===== src/rtl/alu_share_arbiter.sv =====
// Shares one combinational ALU between the execute datapath (port 0) and the branch unit (port 1).
// Tie policy is fixed priority to port 0 unless ALU_ARB_RR_EN is defined, which enables round-robin.
module alu_share_arbiter #(
  parameter int              WIDTH   = 32,
  parameter int              OP_W    = 4,
  parameter logic [OP_W-1:0] IDLE_OP = 4'b1111
) (
  input  logic             clk,
  input  logic             rst,
  input  logic             req0_valid,
  input  logic             req1_valid,
  output logic             req0_ready,
  output logic             req1_ready,
  input  logic [WIDTH-1:0] req0_a,
  input  logic [WIDTH-1:0] req0_b,
  input  logic [WIDTH-1:0] req1_a,
  input  logic [WIDTH-1:0] req1_b,
  input  logic [OP_W-1:0]  req0_op,
  input  logic [OP_W-1:0]  req1_op,
  output logic [WIDTH-1:0] alu_a,
  output logic [WIDTH-1:0] alu_b,
  output logic [OP_W-1:0]  alu_op,
  input  logic [WIDTH-1:0] alu_c,
  input  logic             alu_zero,
  output logic             rsp_valid,
  input  logic             rsp_ready,
  output logic             rsp_id,
  output logic [WIDTH-1:0] rsp_c,
  output logic             rsp_zero
);

  typedef enum logic [1:0] {S_IDLE, S_EXEC, S_RESP} state_t;

  state_t           state_q, state_d;
  logic [WIDTH-1:0] alu_a_q, alu_b_q, rsp_c_q;
  logic [OP_W-1:0]  alu_op_q;
  logic             gnt_id_q, rsp_id_q, rsp_zero_q;
  logic             tie_winner, gnt_sel, accept;

`ifdef ALU_ARB_RR_EN
  logic last_gnt_q;

  always_ff @(posedge clk or posedge rst) begin
    if (rst) begin
      last_gnt_q <= 1'b1;
    end else if (accept) begin
      last_gnt_q <= gnt_sel;
    end
  end

  assign tie_winner = ~last_gnt_q;
`else
  assign tie_winner = 1'b0;
`endif

  // With a single valid port the grant simply follows it; only a tie consults the policy.
  assign gnt_sel = (req0_valid && req1_valid) ? tie_winner : ~req0_valid;
  assign accept  = (state_q == S_IDLE) && (req0_valid || req1_valid);

  always_ff @(posedge clk or posedge rst) begin
    if (rst) begin
      state_q <= S_IDLE;
    end else begin
      state_q <= state_d;
    end
  end

  always_comb begin
    state_d = state_q;
    case (state_q)
      S_IDLE:  if (req0_valid || req1_valid) state_d = S_EXEC;
      S_EXEC:  state_d = S_RESP;
      S_RESP:  if (rsp_ready) state_d = S_IDLE;
      default: state_d = S_IDLE;
    endcase
  end

  always_comb begin
    req0_ready = 1'b0;
    req1_ready = 1'b0;
    rsp_valid  = 1'b0;
    case (state_q)
      S_IDLE: begin
        req0_ready = req0_valid && !gnt_sel;
        req1_ready = req1_valid && gnt_sel;
      end
      S_RESP:  rsp_valid = 1'b1;
      default: ;
    endcase
  end

  always_ff @(posedge clk or posedge rst) begin
    if (rst) begin
      alu_a_q    <= '0;
      alu_b_q    <= '0;
      alu_op_q   <= IDLE_OP;
      gnt_id_q   <= 1'b0;
      rsp_c_q    <= '0;
      rsp_zero_q <= 1'b0;
      rsp_id_q   <= 1'b0;
    end else begin
      if (accept) begin
        alu_a_q  <= gnt_sel ? req1_a : req0_a;
        alu_b_q  <= gnt_sel ? req1_b : req0_b;
        alu_op_q <= gnt_sel ? req1_op : req0_op;
        gnt_id_q <= gnt_sel;
      end
      // The ALU result is only trusted during the single EXEC cycle.
      if (state_q == S_EXEC) begin
        rsp_c_q    <= alu_c;
        rsp_zero_q <= alu_zero;
        rsp_id_q   <= gnt_id_q;
        alu_op_q   <= IDLE_OP;
      end
    end
  end

  assign alu_a    = alu_a_q;
  assign alu_b    = alu_b_q;
  assign alu_op   = alu_op_q;
  assign rsp_c    = rsp_c_q;
  assign rsp_zero = rsp_zero_q;
  assign rsp_id   = rsp_id_q;

endmodule


===== config.mk =====
export PLATFORM = sky130hd
export DESIGN_NAME = alu_share_arbiter
export DESIGN_NICKNAME = d
export VERILOG_FILES = /design/src/rtl/alu_share_arbiter.sv
export SDC_FILE = /design/constraint.sdc
export NUM_CORES = 1
export LEC_CHECK = 0
export BUFFER_PORTS_ARGS = -buffer_cell sky130_fd_sc_hd__buf_4
export CAP_MARGIN = 20
export CORE_AREA = 2 2 108 110
export CTS_CLUSTER_DIAMETER = 60
export DETAILED_ROUTE_END_ITERATION = 12
export DIE_AREA = 0 0 110 112
export GPL_ROUTABILITY_DRIVEN = 1
export MAX_ROUTING_LAYER = met4
export PLACE_DENSITY = 0.87
export SLEW_MARGIN = 40
export SYNTH_ARGS = -nofsm -noshare
export SYNTH_HDL_FRONTEND = slang
export SYNTH_SLANG_ARGS = --single-unit

===== constraint.sdc =====
create_clock -name clk -period 4.88 [get_ports clk]
set_input_delay 0.732 -clock clk [delete_from_list [all_inputs] [get_ports clk]]
set_output_delay 0.732 -clock clk [all_outputs]
set_load 0.05 [all_outputs]

==> results of run 1 <==
-- layer usage --
layer	track usage	vias up	routed length [µm]
li1	-	2103	-
met1	0.272	2113	5560
met2	0.409	189	7650
met3	0.0375	32	952
met4	0.0920	0	339
met5	-	-	0
-- through the flow --
step	hold WS [ps]	worst slack, ps	utilization
after CTS	482	1850	0.652
final	461	1860	0.652
after detailed placement	464	2240	0.627
after global routing	506	1700	0.652
after floorplan	440	1390	-
after global placement	455	2050	0.626
-- power by group through the flow --
| stage | Sequential [mW] | Combinational (mW) | Clock, mW |
|---|---|---|---|
| final | 1.57 | 3.42 | 0.678 |
| after global routing | 1.62 | 3.60 | 0.726 |
| after CTS | 1.57 | 3.44 | 0.693 |
| after detailed placement | 1.58 | 3.44 | 0 |
| after global placement | 1.56 | 3.36 | 0 |
| after floorplan | 2.98 | 1.05 | 0 |
-- flip-flops by register name (all words and copies together), names as in the netlist --
name and flops:
rsp_id 1, alu_b 32, alu_a 32, alu_op 4, rsp_c 32, state_q 2, rsp_zero 1, gnt_id_q 1
-- cell usage after synthesis, drive strengths merged --
cell	n
nor2	5
a21oi	129
or2	2
inv	2
buf	32
nor2b	1
and2	1
o21ai	5
nand2	103
dfrtp	101
clkbuf	6
o311ai	4
dfstp	4
nand2b	2
mux2i	68
-- layout make-up --
| type | count | area [µm²] |
|---|---|---|
| sequential | 105 | 2630 |
| multi-input combinational | 320 | 2050 |
| tap | 143 | 179 |
| inverter | 2 | 12.5 |
| timing repair buffer | 283 | 2140 |
| fill | 882 | 3890 |
| clock buffer | 9 | 225 |
| clock inverter | 7 | 52.6 |
-- final timing paths --
path / startpoint / slack, ps / endpoint / cells after the start
min in group clk: rsp_c[3] / 480 / rsp_c[3] / 2
min: rst / 460 / alu_a[22] / 2
max in group asynchronous: rst / 3420 / alu_a[16] / 3
min reg2reg: rsp_c[3] / 480 / rsp_c[3] / 2
max: state_q[1] / 1860 / req1_ready / 5
max reg2reg: state_q[1] / 2940 / alu_b[24] / 4
-- kinds of logic after synthesis --
kind of cell           Yosys count
AOI/OAI and AO/OA              138
and+or+nand+nor                114
DFF                            105
muxes                           68
buffers and inverters           40
==> flow_metrics.env, run 1 <==
export IMPL_status="complete, no violations"
export IMPL_setup_viol=0
export IMPL_period_share=0.618
export IMPL_worst_pin_slew_ps=831
export IMPL_fin_setup_tns_ps=0
export IMPL_synth_area_leaders="dfrtp_1 (51%), mux2i_1 (14%), a21oi_2 (8.8%)"
export IMPL_syn_avg_cell_area_um2=10.7
export IMPL_cp_required_ps=4150
export IMPL_track_usage=0.237
export IMPL_maxSlewHeadroom=0.446
export IMPL_final_cell_mix="buf_4 (282), nand2_1 (103), dfrtp_1 (101)"
export IMPL_ir_drop_mv=0.475
export IMPL_min_period_ps=3020
export IMPL_grt_pass1_wl_um=22000
export IMPL_cellInternalPower_mw=2.66
export IMPL_dieWidth_um=110
export IMPL_wl_per_cell_um=16.7
export IMPL_drtIter0Drc=229
export IMPL_synth_xor_area_share=0
export IMPL_core_area_mm2=0.0112
export IMPL_p_total_mw=5.67
export IMPL_holdBufCountCts=0
export IMPL_worst_path_most_repeated_cell="buf_4"
export IMPL_switchingPower_mw=3.00
export IMPL_viasPerCell=5.11
export IMPL_numPortBuffers=278
export IMPL_yosysWarnings=0
export IMPL_path_cells="nor2_4 -> buf_4 -> nand2_1 -> nor2_1 -> buf_4"
export IMPL_p_sw_frac=0.530
export IMPL_report_final_slew_viol_count=0
export IMPL_crit_slowest_cell="nor2_4"
export IMPL_fin_nets=895
export IMPL_cts_sinks=105
export IMPL_synth_top_family_by_area="compound AO/OA/AOI/OAI gates"
export IMPL_max_cap_violations=0
export IMPL_drc=0
export IMPL_fmax_mhz=332
export IMPL_arrival_ps=2280
export IMPL_clkPwrFrac=0.120
export IMPL_die_h_um=112
export IMPL_cts_root_buffer="clkbuf_16"
export IMPL_cts_repair_resized=0
export IMPL_synthAdderAreaFrac=0
export IMPL_hold_violations=0
export IMPL_postSynthCellCount=465
export IMPL_syn_nets=639
export IMPL_cellPowerDensity_mw_per_mm2=778
export IMPL_p_leak_nw=3.67
export IMPL_worstPathMaxFanout=37
export IMPL_crit_path_end_kind="output port"
export IMPL_syn_area_mm2=0.00497
export IMPL_numCtsBuffers=9
export IMPL_final_cell_area_mm2=0.00729
export IMPL_ys_types=22
export IMPL_initial_utilization=0.444
export IMPL_final_common_cell="buf_4"
export IMPL_post_cts_buffers=0
export IMPL_synthSimpleGateAreaFrac=0.0922
export IMPL_synth_compound_area_share=0.180
export IMPL_start_kind="flip-flop"
export IMPL_syn_to_final_growth_pct=46.8
export IMPL_rsz0062_at_grt="false"
export IMPL_antenna_found_initial=0
export IMPL_vias=4437
export IMPL_path_buf_inv=2
export IMPL_placed_cell_area_mm2=0.00701
export IMPL_crit_type="reg2out"
export IMPL_dr_pass1_iters=4
export IMPL_synth_seq_area_share=0.530
export IMPL_clk_latency_ps=340
export IMPL_cts_max_level=3
export IMPL_clkTransAtPathRegs_ps=70
export IMPL_slowest_delay_ps=580
export IMPL_combinationalPowerShare=0.603
export IMPL_final_cell_count_no_fill=869
export IMPL_wirelength_um=14500
export IMPL_clockBufferDepth=2
export IMPL_antenna_cells=0
export IMPL_die_area_mm2=0.0123
export IMPL_layout_drive_gt1_share=0.494
export IMPL_post_place_cells=853
export IMPL_yosysTopAreaCell="dfrtp_1"
export IMPL_first_global_vias=4481
export IMPL_yosysTopAreaCellShare=0.509
export IMPL_design_portCount=279
export IMPL_ys_seq_elements=105
export IMPL_rows=39
export IMPL_p_seq_frac=0.277
export IMPL_cts_tree="yes"
export IMPL_cp_top_family="simple AND/OR/NAND/NOR gates"
export IMPL_postRouteAntennaNets=0
export IMPL_gp_congestion=0.821
export IMPL_muxShareOfSynthArea=0.137
export IMPL_skew_ps=7.78
export IMPL_holdCritPathClass="in2async"
export IMPL_grt_overflow_total=0
export IMPL_grt_start_max_net_pins=66
export IMPL_dpl_hpwl_um=10500
Note: power is estimated with default switching activity, not from simulation.
==> run 2, diff against run 1 <==
--- a/config.mk
+++ b/config.mk
@@ -5,15 +5,15 @@
 export SDC_FILE = /design/constraint.sdc
 export NUM_CORES = 1
 export LEC_CHECK = 0
+export ABC_AREA = 1
 export BUFFER_PORTS_ARGS = -buffer_cell sky130_fd_sc_hd__buf_4
 export CAP_MARGIN = 20
-export CORE_AREA = 2 2 108 110
+export CORE_UTILIZATION = 44
 export CTS_CLUSTER_DIAMETER = 60
 export DETAILED_ROUTE_END_ITERATION = 12
-export DIE_AREA = 0 0 110 112
 export GPL_ROUTABILITY_DRIVEN = 1
 export MAX_ROUTING_LAYER = met4
-export PLACE_DENSITY = 0.87
+export PLACE_DENSITY = 0.86
 export SLEW_MARGIN = 40
 export SYNTH_ARGS = -nofsm -noshare
 export SYNTH_HDL_FRONTEND = slang
==> constraint.sdc (replaced) <==
create_clock -name clk -period 3.2 [get_ports clk]
set_input_delay 0.48 -clock clk [delete_from_list [all_inputs] [get_ports clk]]
set_output_delay 0.48 -clock clk [all_outputs]
set_load 0.05 [all_outputs]
==> run 2 against run 1 <==
Effect of this change:
- first-iteration DRC count is 29% higher
- sequential share of layout area is 0.068 points higher
- register-to-register slack worse by 2000 ps
- utilization is 1.9 points higher
- critical path type unchanged
- highest routed layer unchanged
==> flow_metrics.env, run 2 <==
export IMPL_status="complete, no violations"
export IMPL_ys_types=18
export IMPL_design_portCount=279
export IMPL_hold_violations=0
export IMPL_cp_top_family="simple AND/OR/NAND/NOR gates"
export IMPL_setup_viol=0
export IMPL_wl_met1_um=5820
export IMPL_cellPowerDensity_mw_per_mm2=1140
export IMPL_post_cts_buffers=0
export IMPL_p_leak_nw=4.33
export IMPL_critPathLaunch="state_q[0]"
export IMPL_grt_start_max_net_pins=106
export IMPL_crit_end="req1_ready"
export IMPL_regArea_mm2=0.00263
export IMPL_synth_ff_type="dfrtp_1"
export IMPL_cts_tree="yes"
export IMPL_post_place_cells=1059
export IMPL_dieWidth_um=108
export IMPL_final_core_util=0.671
export IMPL_cts_max_level=3
export IMPL_cts_repair_resized=0
export IMPL_topRoutingLayerUsed="met4"
export IMPL_synth_edff_count=0
export IMPL_syn_nets=846
export IMPL_vias=5080
export IMPL_ir_drop_mv=0.601
export IMPL_clk_latency_ps=350
export IMPL_syn_to_final_growth_pct=48.1
export IMPL_worstPathMaxFanout=43
export IMPL_viasPerCell=4.73
export IMPL_synthTopCellsByCount="nand2_1 (470), dfrtp_1 (101), nand3_1 (42), buf_2 (15), clkbuf_1 (11)"
export IMPL_min_period_ps=2540
export IMPL_n_fill_cell=943
export IMPL_ys_seq_elements=105
export IMPL_holdBufCountCts=0
export IMPL_core_area_mm2=0.0108
export IMPL_dpl_hpwl_um=10300
export IMPL_report_final_slew_viol_count=0
export IMPL_yosysTopAreaCell="dfrtp_1"
export IMPL_syn_avg_cell_area_um2=7.31
export IMPL_cp_required_ps=2720
export IMPL_synth_seq_area_share=0.536
export IMPL_path_cells="nor2_1 -> nand2_4 -> nor2_1 -> buf_4"
export IMPL_final_common_cell="nand2_1"
export IMPL_wirelength_um=14100
export IMPL_slowest_delay_ps=630
export IMPL_fin_setup_tns_ps=0
export IMPL_holdCritPathClass="in2async"
export IMPL_final_cell_mix="nand2_1 (470), buf_4 (286), dfrtp_1 (101)"
export IMPL_worst_slack_ps=659
export IMPL_first_global_vias=4860
export IMPL_rows=38
export IMPL_r2r_cells=6
export IMPL_fin_nets=1104
export IMPL_cts_sinks=105
export IMPL_antenna_cells=0
export IMPL_max_cap_violations=0
export IMPL_track_usage=0.255
export IMPL_dr_pass1_iters=5
export IMPL_grt_overflow_total=0
export IMPL_crit_type="reg2out"
export IMPL_fmax_mhz=394
export IMPL_initial_utilization=0.453
export IMPL_numCtsBuffers=9
export IMPL_multi_input_area_mm2=0.00202
export IMPL_clockBufferDepth=2
export IMPL_p_total_mw=8.28
export IMPL_placed_cell_area_mm2=0.00703
export IMPL_numPortBuffers=278
export IMPL_drtIter0Drc=296
export IMPL_crit_slowest_cell="dfrtp_1"
export IMPL_grt_pass1_wl_um=22400
export IMPL_crit_path_end_kind="output port"
export IMPL_synth_most_common_cell="nand2_1"
export IMPL_cts_root_buffer="clkbuf_8"
export IMPL_worst_pin_slew_ps=679
export IMPL_final_cell_area_mm2=0.00727
export IMPL_maxSlewHeadroom=0.547
export IMPL_timing_hold_ws_ps=284
export IMPL_period_share=0.794
export IMPL_path_buf_inv=1
export IMPL_skew_ps=7.87
export IMPL_gp_congestion=0.804
export IMPL_rsz0062_at_grt="false"
export IMPL_worst_path_most_repeated_cell="nor2_1"
export IMPL_reg2reg_to="alu_op[3]"
export IMPL_clkTransAtPathRegs_ps=100
export IMPL_synth_area_leaders="dfrtp_1 (51%), nand2_1 (36%), nand3_1 (4.3%)"
export IMPL_die_area_mm2=0.0116
export IMPL_wl_per_cell_um=13.1
export IMPL_syn_area_mm2=0.00491
export IMPL_reg2reg_slack_ps=980
export IMPL_route_met2_wl_um=6870
export IMPL_reg2reg_from="state_q[0]"
export IMPL_wl_met3_um=745
export IMPL_final_cell_count_no_fill=1075
export IMPL_yosysTopAreaCellShare=0.515
export IMPL_die_h_um=108
export IMPL_postSynthCellCount=672
export IMPL_antenna_found_initial=0
export IMPL_layout_drive_gt1_share=0.335
export IMPL_worstSetupPathDepth=4
export IMPL_postRouteAntennaNets=0
export IMPL_ys_async_sr_fraction=1.00
export IMPL_yosysWarnings=0
export IMPL_arrival_ps=2060
export IMPL_start_kind="flip-flop"
export IMPL_dp_slack_ps=987
export IMPL_drc=0
-- run 2: power breakdown --
| group | switching, mW | internal [mW] |
|---|---|---|
| Combinational | 3.54 | 1.37 |
| Clock | 0.458 | 0.528 |
| Sequential | 0.396 | 1.98 |
| Total | 4.40 | 3.89 |
-- run 2: kinds of logic after synthesis --
kind of cell | Yosys count | synth area share
flops | 105 | 0.536
buf+inv | 46 | 0.0525
simple gates | 519 | 0.410
compound gates | 2 | 0.00204
-- run 2: final cells by class --
| type | instances | area share |
|---|---|---|
| clock buffer | 9 | 0.0170 |
| clock inverter | 7 | 0.0172 |
| inverter | 6 | 0.00396 |
| multi-input combinational | 521 | 0.278 |
| sequential | 105 | 0.362 |
| tap | 140 | 0.0241 |
| timing repair buffer | 287 | 0.298 |
-- run 2: worst min path at each step --
| stage | to | cells past startpoint |
|---|---|---|
| 2_1_floorplan | gnt_id_q | 2 |
| 3_3_place_gp | rsp_c[26] | 2 |
| 3_5_place_dp | rsp_c[24] | 2 |
| 4_1_cts | rsp_c[29] | 3 |
| 5_1_grt | rsp_c[24] | 3 |
| 6_report | rsp_c[0] | 3 |
-- run 2: worst min-delay path: cells and delay by family --
family / cells / cell delay [ps]
buffers and inverters: 3 / 620
-- run 2: routing by layer --
metal	vias up	global-route usage
li1	2547	-
met1	2255	0.305
met2	227	0.425
met3	51	0.0260
met4	0	0.140
met5	-	-
